`src/rtl/ctrl_pkg.sv`:
```
// Shared definitions for the Mini SRC control sequencer: opcodes, ALU select
// indices, FSM states, instruction classes and the bundled control word.
package ctrl_pkg;

  localparam int unsigned OP_LD   = 0;
  localparam int unsigned OP_LDI  = 1;
  localparam int unsigned OP_ST   = 2;
  localparam int unsigned OP_ADD  = 3;
  localparam int unsigned OP_SUB  = 4;
  localparam int unsigned OP_AND  = 5;
  localparam int unsigned OP_OR   = 6;
  localparam int unsigned OP_ROR  = 7;
  localparam int unsigned OP_ROL  = 8;
  localparam int unsigned OP_SHR  = 9;
  localparam int unsigned OP_SHRA = 10;
  localparam int unsigned OP_SHL  = 11;
  localparam int unsigned OP_ADDI = 12;
  localparam int unsigned OP_ANDI = 13;
  localparam int unsigned OP_ORI  = 14;
  localparam int unsigned OP_DIV  = 15;
  localparam int unsigned OP_MUL  = 16;
  localparam int unsigned OP_NEG  = 17;
  localparam int unsigned OP_NOT  = 18;
  localparam int unsigned OP_BR   = 19;
  localparam int unsigned OP_JR   = 20;
  localparam int unsigned OP_JAL  = 21;
  localparam int unsigned OP_IN   = 22;
  localparam int unsigned OP_OUT  = 23;
  localparam int unsigned OP_MFHI = 24;
  localparam int unsigned OP_MFLO = 25;
  localparam int unsigned OP_NOP  = 26;
  localparam int unsigned OP_HALT = 27;

  // Bit positions inside the one-hot ALU select vector.
  localparam int ALU_N    = 13;
  localparam int ALU_AND  = 0;
  localparam int ALU_OR   = 1;
  localparam int ALU_ADD  = 2;
  localparam int ALU_SUB  = 3;
  localparam int ALU_MUL  = 4;
  localparam int ALU_DIV  = 5;
  localparam int ALU_SHR  = 6;
  localparam int ALU_SHRA = 7;
  localparam int ALU_SHL  = 8;
  localparam int ALU_ROR  = 9;
  localparam int ALU_ROL  = 10;
  localparam int ALU_NEG  = 11;
  localparam int ALU_NOT  = 12;

  typedef logic [ALU_N-1:0] alu_vec_t;

  typedef enum logic [3:0] {
    RESET_S, T0, T1, T2, T3, T4, T5, T6, T7, HALT
  } state_e;

  typedef enum logic [4:0] {
    CLS_RTYPE, CLS_IMM, CLS_UNARY, CLS_LD, CLS_LDI, CLS_ST, CLS_MULDIV,
    CLS_BR, CLS_JR, CLS_JAL, CLS_IN, CLS_OUT, CLS_MFHI, CLS_MFLO,
    CLS_NOP, CLS_HALT, CLS_ILLEGAL
  } instr_class_e;

  typedef struct packed {
    logic     run;
    logic     illegal_op;
    logic     hi_out;
    logic     lo_out;
    logic     zhigh_out;
    logic     zlow_out;
    logic     pc_out;
    logic     mdr_out;
    logic     in_out;
    logic     c_out;
    logic     hi_in;
    logic     lo_in;
    logic     pc_in;
    logic     ir_in;
    logic     z_in;
    logic     y_in;
    logic     mar_in;
    logic     mdr_in;
    logic     con_in;
    logic     out_port_in;
    logic     gra;
    logic     grb;
    logic     grc;
    logic     r_in;
    logic     r_out;
    logic     ba_out;
    logic     pc_save;
    logic     read;
    logic     inc_pc;
    logic     write_mem;
    logic     con_reset;
    alu_vec_t alu;
  } ctrl_t;

  // Final execute step of each class; from here the FSM returns to T0.
  function automatic state_e last_step(instr_class_e cls);
    case (cls)
      CLS_RTYPE, CLS_IMM, CLS_LDI: return T5;
      CLS_UNARY, CLS_JAL:          return T4;
      CLS_LD, CLS_ST:              return T7;
      CLS_MULDIV, CLS_BR:          return T6;
      default:                     return T3;
    endcase
  endfunction

endpackage

```
`src/rtl/ctrl_decode.sv`:
```
// Opcode decoder: maps IR[31:27] to an instruction class and the one-hot ALU
// operation the class uses. Define CTRL_MULDIV_EN to decode mul/div.
module ctrl_decode
  import ctrl_pkg::*;
#(
  parameter int OPC_W = 5
) (
  input  logic [OPC_W-1:0] opcode,
  output instr_class_e     cls,
  output alu_vec_t         alu
);

  // NOTE: every output gets a default before the case so no path leaves one
  // unassigned, which would otherwise infer a latch.
  always_comb begin
    cls = CLS_ILLEGAL;
    alu = '0;
    case (opcode)
      OPC_W'(OP_LD):   begin cls = CLS_LD;    alu[ALU_ADD]  = 1'b1; end
      OPC_W'(OP_LDI):  begin cls = CLS_LDI;   alu[ALU_ADD]  = 1'b1; end
      OPC_W'(OP_ST):   begin cls = CLS_ST;    alu[ALU_ADD]  = 1'b1; end
      OPC_W'(OP_ADD):  begin cls = CLS_RTYPE; alu[ALU_ADD]  = 1'b1; end
      OPC_W'(OP_SUB):  begin cls = CLS_RTYPE; alu[ALU_SUB]  = 1'b1; end
      OPC_W'(OP_AND):  begin cls = CLS_RTYPE; alu[ALU_AND]  = 1'b1; end
      OPC_W'(OP_OR):   begin cls = CLS_RTYPE; alu[ALU_OR]   = 1'b1; end
      OPC_W'(OP_ROR):  begin cls = CLS_RTYPE; alu[ALU_ROR]  = 1'b1; end
      OPC_W'(OP_ROL):  begin cls = CLS_RTYPE; alu[ALU_ROL]  = 1'b1; end
      OPC_W'(OP_SHR):  begin cls = CLS_RTYPE; alu[ALU_SHR]  = 1'b1; end
      OPC_W'(OP_SHRA): begin cls = CLS_RTYPE; alu[ALU_SHRA] = 1'b1; end
      OPC_W'(OP_SHL):  begin cls = CLS_RTYPE; alu[ALU_SHL]  = 1'b1; end
      OPC_W'(OP_ADDI): begin cls = CLS_IMM;   alu[ALU_ADD]  = 1'b1; end
      OPC_W'(OP_ANDI): begin cls = CLS_IMM;   alu[ALU_AND]  = 1'b1; end
      OPC_W'(OP_ORI):  begin cls = CLS_IMM;   alu[ALU_OR]   = 1'b1; end
`ifdef CTRL_MULDIV_EN
      OPC_W'(OP_DIV):  begin cls = CLS_MULDIV; alu[ALU_DIV] = 1'b1; end
      OPC_W'(OP_MUL):  begin cls = CLS_MULDIV; alu[ALU_MUL] = 1'b1; end
`endif
      OPC_W'(OP_NEG):  begin cls = CLS_UNARY; alu[ALU_NEG]  = 1'b1; end
      OPC_W'(OP_NOT):  begin cls = CLS_UNARY; alu[ALU_NOT]  = 1'b1; end
      OPC_W'(OP_BR):   begin cls = CLS_BR;    alu[ALU_ADD]  = 1'b1; end
      OPC_W'(OP_JR):   cls = CLS_JR;
      OPC_W'(OP_JAL):  cls = CLS_JAL;
      OPC_W'(OP_IN):   cls = CLS_IN;
      OPC_W'(OP_OUT):  cls = CLS_OUT;
      OPC_W'(OP_MFHI): cls = CLS_MFHI;
      OPC_W'(OP_MFLO): cls = CLS_MFLO;
      OPC_W'(OP_NOP):  cls = CLS_NOP;
      OPC_W'(OP_HALT): cls = CLS_HALT;
      default:         cls = CLS_ILLEGAL;
    endcase
  end

endmodule

```
`src/rtl/control_unit.sv`:
```
// Hardwired Moore control sequencer for the Mini SRC datapath: fetch T0-T2,
// per-class execute T3-T7, HALT. CTRL_MULDIV_EN enables the mul/div sequences.
module control_unit
  import ctrl_pkg::*;
#(
  parameter int OPC_W = 5
) (
  input  logic        clk,
  input  logic        reset,
  input  logic [31:0] IR,
  input  logic        CON_FF,
  input  logic        stop,
  output logic        run,
  output logic        illegal_op,
  output logic        HIout,
  output logic        LOout,
  output logic        Zhighout,
  output logic        Zlowout,
  output logic        PCout,
  output logic        MDRout,
  output logic        INout,
  output logic        Cout,
  output logic        HIin,
  output logic        LOin,
  output logic        PCin,
  output logic        IRin,
  output logic        Zin,
  output logic        Yin,
  output logic        MARin,
  output logic        MDRin,
  output logic        CONin,
  output logic        OUT_Portin,
  output logic        Gra,
  output logic        Grb,
  output logic        Grc,
  output logic        Rin,
  output logic        Rout,
  output logic        BAout,
  output logic        PCSave,
  output logic        Read,
  output logic        IncPC,
  output logic        write_mem,
  output logic        CON_RESET,
  output logic        AND,
  output logic        OR,
  output logic        ADD,
  output logic        SUB,
  output logic        MUL,
  output logic        DIV,
  output logic        SHR,
  output logic        SHRA,
  output logic        SHL,
  output logic        ROR,
  output logic        ROL,
  output logic        NEG,
  output logic        NOT
);

  state_e       state, next_state;
  instr_class_e cls;
  alu_vec_t     alu_sel;
  ctrl_t        c;

  // Operand fields are consumed by the datapath, not by the sequencer.
  logic unused_ir_fields;
  assign unused_ir_fields = ^IR[31-OPC_W:0];

  ctrl_decode #(.OPC_W(OPC_W)) u_decode (
    .opcode (IR[31 -: OPC_W]),
    .cls    (cls),
    .alu    (alu_sel)
  );

  // NOTE: state is sequential, so it uses non-blocking assignment; the
  // asynchronous reset drops every strobe without waiting for a clock edge.
  always_ff @(posedge clk or negedge reset) begin
    if (!reset) state <= RESET_S;
    else        state <= next_state;
  end

  always_comb begin
    next_state = state;
    case (state)
      RESET_S: next_state = T0;
      T0:      next_state = T1;
      T1:      next_state = T2;
      T2:      next_state = T3;
      T3, T4, T5, T6, T7: begin
        if (state == T3 && cls == CLS_HALT)  next_state = HALT;
        else if (state == last_step(cls))    next_state = stop ? HALT : T0;
        else                                 next_state = state_e'(state + 4'd1);
      end
      HALT:    next_state = HALT;
      default: next_state = RESET_S;
    endcase
  end

  always_comb begin
    c = '0;
    case (state)
      RESET_S: c.con_reset = 1'b1;
      T0: begin c.run = 1'b1; c.inc_pc = 1'b1; c.mar_in = 1'b1; c.pc_in = 1'b1; end
      T1: begin c.run = 1'b1; c.read = 1'b1; c.mdr_in = 1'b1; end
      T2: begin c.run = 1'b1; c.mdr_out = 1'b1; c.ir_in = 1'b1; end
      T3: begin
        c.run = 1'b1;
        case (cls)
          CLS_RTYPE, CLS_IMM: begin c.grb = 1'b1; c.r_out = 1'b1; c.y_in = 1'b1; end
          CLS_UNARY: begin c.grb = 1'b1; c.r_out = 1'b1; c.alu = alu_sel; c.z_in = 1'b1; end
          CLS_LD, CLS_LDI, CLS_ST: begin c.grb = 1'b1; c.ba_out = 1'b1; c.y_in = 1'b1; end
`ifdef CTRL_MULDIV_EN
          CLS_MULDIV: begin c.gra = 1'b1; c.r_out = 1'b1; c.y_in = 1'b1; end
`endif
          CLS_BR:      begin c.gra = 1'b1; c.r_out = 1'b1; c.con_in = 1'b1; end
          CLS_JR:      begin c.gra = 1'b1; c.r_out = 1'b1; c.pc_in = 1'b1; end
          CLS_JAL:     begin c.pc_out = 1'b1; c.pc_save = 1'b1; c.r_in = 1'b1; end
          CLS_IN:      begin c.in_out = 1'b1; c.gra = 1'b1; c.r_in = 1'b1; end
          CLS_OUT:     begin c.gra = 1'b1; c.r_out = 1'b1; c.out_port_in = 1'b1; end
          CLS_MFHI:    begin c.hi_out = 1'b1; c.gra = 1'b1; c.r_in = 1'b1; end
          CLS_MFLO:    begin c.lo_out = 1'b1; c.gra = 1'b1; c.r_in = 1'b1; end
          CLS_ILLEGAL: c.illegal_op = 1'b1;
          default: ;
        endcase
      end
      T4: begin
        c.run = 1'b1;
        case (cls)
          CLS_RTYPE: begin c.grc = 1'b1; c.r_out = 1'b1; c.alu = alu_sel; c.z_in = 1'b1; end
          CLS_IMM, CLS_LD, CLS_LDI, CLS_ST: begin
            c.c_out = 1'b1; c.alu = alu_sel; c.z_in = 1'b1;
          end
          CLS_UNARY: begin c.zlow_out = 1'b1; c.gra = 1'b1; c.r_in = 1'b1; end
`ifdef CTRL_MULDIV_EN
          CLS_MULDIV: begin c.grb = 1'b1; c.r_out = 1'b1; c.alu = alu_sel; c.z_in = 1'b1; end
`endif
          CLS_BR:  begin c.pc_out = 1'b1; c.y_in = 1'b1; end
          CLS_JAL: begin c.gra = 1'b1; c.r_out = 1'b1; c.pc_in = 1'b1; end
          default: ;
        endcase
      end
      T5: begin
        c.run = 1'b1;
        case (cls)
          CLS_RTYPE, CLS_IMM, CLS_LDI: begin c.zlow_out = 1'b1; c.gra = 1'b1; c.r_in = 1'b1; end
          CLS_LD, CLS_ST: begin c.zlow_out = 1'b1; c.mar_in = 1'b1; end
`ifdef CTRL_MULDIV_EN
          CLS_MULDIV: begin c.zlow_out = 1'b1; c.lo_in = 1'b1; end
`endif
          CLS_BR: begin c.c_out = 1'b1; c.alu = alu_sel; c.z_in = 1'b1; end
          default: ;
        endcase
      end
      T6: begin
        c.run = 1'b1;
        case (cls)
          CLS_LD: begin c.read = 1'b1; c.mdr_in = 1'b1; end
          CLS_ST: begin c.gra = 1'b1; c.r_out = 1'b1; c.mdr_in = 1'b1; end
`ifdef CTRL_MULDIV_EN
          CLS_MULDIV: begin c.zhigh_out = 1'b1; c.hi_in = 1'b1; end
`endif
          // A branch not taken still spends this step, just with no strobes.
          CLS_BR: begin c.zlow_out = CON_FF; c.pc_in = CON_FF; end
          default: ;
        endcase
      end
      T7: begin
        c.run = 1'b1;
        case (cls)
          CLS_LD: begin c.mdr_out = 1'b1; c.gra = 1'b1; c.r_in = 1'b1; end
          CLS_ST: c.write_mem = 1'b1;
          default: ;
        endcase
      end
      HALT:    ;
      default: ;
    endcase
  end

  assign run        = c.run;
  assign illegal_op = c.illegal_op;
  assign HIout      = c.hi_out;
  assign LOout      = c.lo_out;
  assign Zhighout   = c.zhigh_out;
  assign Zlowout    = c.zlow_out;
  assign PCout      = c.pc_out;
  assign MDRout     = c.mdr_out;
  assign INout      = c.in_out;
  assign Cout       = c.c_out;
  assign HIin       = c.hi_in;
  assign LOin       = c.lo_in;
  assign PCin       = c.pc_in;
  assign IRin       = c.ir_in;
  assign Zin        = c.z_in;
  assign Yin        = c.y_in;
  assign MARin      = c.mar_in;
  assign MDRin      = c.mdr_in;
  assign CONin      = c.con_in;
  assign OUT_Portin = c.out_port_in;
  assign Gra        = c.gra;
  assign Grb        = c.grb;
  assign Grc        = c.grc;
  assign Rin        = c.r_in;
  assign Rout       = c.r_out;
  assign BAout      = c.ba_out;
  assign PCSave     = c.pc_save;
  assign Read       = c.read;
  assign IncPC      = c.inc_pc;
  assign write_mem  = c.write_mem;
  assign CON_RESET  = c.con_reset;
  assign AND        = c.alu[ALU_AND];
  assign OR         = c.alu[ALU_OR];
  assign ADD        = c.alu[ALU_ADD];
  assign SUB        = c.alu[ALU_SUB];
  assign MUL        = c.alu[ALU_MUL];
  assign DIV        = c.alu[ALU_DIV];
  assign SHR        = c.alu[ALU_SHR];
  assign SHRA       = c.alu[ALU_SHRA];
  assign SHL        = c.alu[ALU_SHL];
  assign ROR        = c.alu[ALU_ROR];
  assign ROL        = c.alu[ALU_ROL];
  assign NEG        = c.alu[ALU_NEG];
  assign NOT        = c.alu[ALU_NOT];

endmodule

```
`config.mk`:
```
export PLATFORM = sky130hd
export DESIGN_NAME = control_unit
export DESIGN_NICKNAME = d
export VERILOG_FILES = /design/src/rtl/ctrl_pkg.sv /design/src/rtl/ctrl_decode.sv /design/src/rtl/control_unit.sv
export SDC_FILE = /design/constraint.sdc
export NUM_CORES = 1
export LEC_CHECK = 0
export CAP_MARGIN = 5
export CORE_MARGIN = 10
export CORE_UTILIZATION = 35
export CTS_CLUSTER_SIZE = 25
export DETAILED_ROUTE_END_ITERATION = 6
export PLACE_DENSITY = 0.84
export RECOVER_POWER = 100
export SETUP_SLACK_MARGIN = 0.3
export SLEW_MARGIN = 15
export SYNTH_ARGS = -nofsm -noshare
export SYNTH_HDL_FRONTEND = slang
export SYNTH_HIERARCHICAL = 1
export SYNTH_SLANG_ARGS = --single-unit
```
`constraint.sdc`:
```
create_clock -name clk -period 5.1 [get_ports clk]
set_clock_uncertainty 0.15 [all_clocks]
set_input_delay 1.53 -clock clk [delete_from_list [all_inputs] [get_ports clk]]
set_output_delay 1.53 -clock clk [all_outputs]
set_load 0.1 [all_outputs]
```
==> flow_summary.yaml <==
worst_setup_path:
  crit_required_ns: 3.42
  cp-start-kind: "input pin"
  slowest_delay_ns: 0.55
  cp_max_fo: 5
  cp-end-kind: "output pin"
  worst-r2r-cell-count: 5
  crit_chain: "buf_4 > buf_6 > and3_1 > o21ai_2 > o311ai_4 > buf_6 > a2111oi_0 > or3b_4 > a31o_4 > buf_12"
  cpMaxStageDelayCell: "a2111oi_0"
  regToRegSetupSlack_ns: 2.05
  worstSetupPathType: "in -> out"
  path_buf_inv: 4
  cp_top_family: "compound AO/OA/AOI/OAI gates"
  crit_top_cell: "buf_6"
  r2r-start: "state[2]$_DFF_PN0_"
  r2r-end: "state[2]$_DFF_PN0_"
  critPathArrivalTime_ns: 3.80
routing:
  ant_nets: 0
  dr.pass1.iters: 6
  remaining_drc_errors: 0
  via_count: 2707
  wl_um: 11400
  drtIter0Drc: 313
  detail_route.wl_per_cell_um: 28.2
  avgViaCountPerCell: 6.67
die:
  die_w_um: 83.6
  rows: 23
  dieArea_mm2: 0.00699
  io_pins: 80
  die_y_um: 83.6
  start_util: 0.357
  core_mm2: 0.00397
clock_tree:
  ctsHoldBuffers: 0
  clk_latency_ns: 0.22
  clockBufferDepth: 2
  cts_buffers: 3
  numClockSinks: 4
  cts_tree: "done"
  cts_max_level: 1
  clkTransAtPathRegs_ns: 0.04
  cts_root_buf: "clkbuf_8"
power_and_ir_drop:
  cellLeakagePower_nw: 1.57
  ir_drop_v: 0.000336
  power_density_mw_per_mm2: 340
synthesis:
  synthTopCellsByArea: "nor2b_1 (9.3%), nor2_1 (7.7%), dfrtp_1 (7.1%)"
  syn_area_per_cell_um2: 6.29
  yosysSeqAreaShare: 0.0707
  synth_most_common_cell: "nor2_1"
  netlist.top_cell.by_area: "nor2b_1"
  synth_warnings: 6
  ys_ff_latch: 4
  yosys_most_used_dff: "dfrtp_1"
  synth_area_mm2: 0.00142
  synth_edf_count: 0
  synthCells: 225
  ys_async_sr_fraction: 1.00
  synth_top_area_share: 0.0928
  synthTopCellsByCount: "nor2_1 (29), nand2_1 (23), nor2b_1 (21)"
  synth_cell_type_count: 57
sta:
  rsz0062_at_grt: "true"
  final.setup.worst_slack_ns: -0.380
  worstMarginPinSlew_ns: 1.85
  layout_min_cycle_time_ns: 5.48
  whs_ns: 0.774
  setup-violations-final: 32
  max_freq_mhz: 182
  finalCritPeriodShare: 1.07
  maxSlewHeadroom: -0.235
  drv_slew: 2
  hold_violations: 0
cells_and_area:
  largest_reg_flops: 4
  fin_nets: 398
  finalNonFillerCells: 406
  reg_top3: "state (4)"
  area_delta_synth_final_pct: 163
  top_register: "state"
  n_antenna_cell: 0
  drive_above_1_share: 0.657
  nFillCells: 109
global_routing:
  grtUsageTotal: 0.261
  antenna_found_initial: 0
  grt_pass1_vias: 2773
  grt_max_degree: 18
  grt_pass1_wl_um: 15300
  overflow: 0
place:
  dp_hpwl_um: 5110
  dp_cells: 373
  portBuffers: 47
  gp_congestion: 0.916
job:
  drv_cap: 0
worst_hold_path:
  whs_endpoint: "state[3]$_DFF_PN0_"
  hold_class: "reg -> reg"
  min_path_cells: 3
  hold_path_startpoint: "state[0]$_DFF_PN0_"
status:
  status: "finished with violations"
  violations: "slew limit, setup timing"
-- layout make-up --
cell class	instances	area, um^2	area share
timing repair buffer	147	1730	0.464
sequential	4	100	0.0269
clock buffer	3	41.3	0.0111
multi-input combinational	193	1750	0.471
inverter	9	37.5	0.0101
tap	50	62.6	0.0168
-- worst max path at each step --
stage | startpoint | end | slack, ns | depth (start not counted)
floorplan | IR[28] | Grb | -0.30 | 10
global placement | IR[27] | Gra | -0.51 | 10
detailed placement | IR[27] | Zlowout | -0.62 | 10
CTS | IR[29] | OR | -0.10 | 14
global route | IR[27] | Rin | -0.39 | 10
finish | IR[27] | Rin | -0.38 | 10
-- cells in the final DEF (no fill, tap or decap), types with 3 or more instances in the layout --
cell type | Yosys | routed
nor3_1 | 9 | 4
nor4_1 | 7 | 3
nor2_2 | 1 | 3
clkbuf_1 | 1 | 3
inv_1 | 7 | 6
nor2_1 | 29 | 18
xor2_1 | 4 | 3
nor2b_4 | 0 | 14
nand2_1 | 23 | 15
a21oi_1 | 6 | 4
nand2_4 | 0 | 5
buf_4 | 10 | 64
o21ai_2 | 2 | 7
nand2b_1 | 11 | 6
ha_1 | 4 | 4
nor3_4 | 0 | 3
o21ai_4 | 0 | 3
nor4_4 | 0 | 4
nand2_2 | 0 | 3
dfrtp_1 | 4 | 4
nand2b_4 | 0 | 5
nor2_4 | 0 | 9
buf_8 | 0 | 4
o21ai_0 | 8 | 4
clkdlybuf4s50_1 | 0 | 3
buf_6 | 2 | 33
buf_12 | 0 | 38
conb_1 | 2 | 5
nand4_1 | 4 | 4
clkbuf_8 | 0 | 3
nor2b_1 | 21 | 8
-- worst min-delay path, delay by kind of cell (launching register included) --
family,cells,cell delay (ns)
simple gates,1,0.13
flops,1,0.44
compound gates,2,0.29
-- kinds of logic (layout without fill, tap and decap cells) --
group                    Yosys count  in the layout  share of synthesized area
AO/OA/AOI/OAI                     50             50                      0.246
XOR/XNOR                           5              5                     0.0309
adder cells (fa/ha/maj)            4              4                     0.0353
buffers and inverters             31            159                      0.126
flip-flops                         4              4                     0.0707
multiplexers                       1              1                    0.00707
other                              2              5                    0.00530
AND/OR/NAND/NOR                  128            128                      0.478
-- layer usage --
layer / vias to the layer above / routed length [um] / track usage
li1: 1041 / - / -
met1: 1234 / 3690 / 0.261
met2: 307 / 5190 / 0.462
met3: 125 / 1430 / 0.0713
met4: 0 / 1130 / 0.169
met5: - / 0 / 0
-- report_power, final --
part	leakage [nW]	total [mW]	internal [mW]	switching, mW
Sequential	0.0514	0.0782	0.0432	0.0351
Clock	0.0216	0.0692	0.0505	0.0187
Combinational	1.50	1.12	0.356	0.762
-- metrics by stage --
step           setup slack, ns  setup TNS, ns  total power, mW   util  cell area (um^2)
3_3_place_gp            -0.509         -12.47            0.999  0.773              3070
2_1_floorplan           -0.305          -2.16            0.746      -              1860
3_5_place_dp            -0.617         -14.92             1.02  0.773              3070
5_1_grt                 -0.389          -6.73             1.28  0.938              3720
6_report                -0.380          -5.98             1.27  0.938              3720
4_1_cts                 -0.103          -1.14             1.17  0.919              3650
-- timing repair --
action | 4_1_cts | 5_1_grt
pin swaps | 25 | 10
setup endpoints to repair | 35 | 35
resized for setup | 99 | 13
setup buffers | 26 | 4
Power figures use the tool's default switching activity.
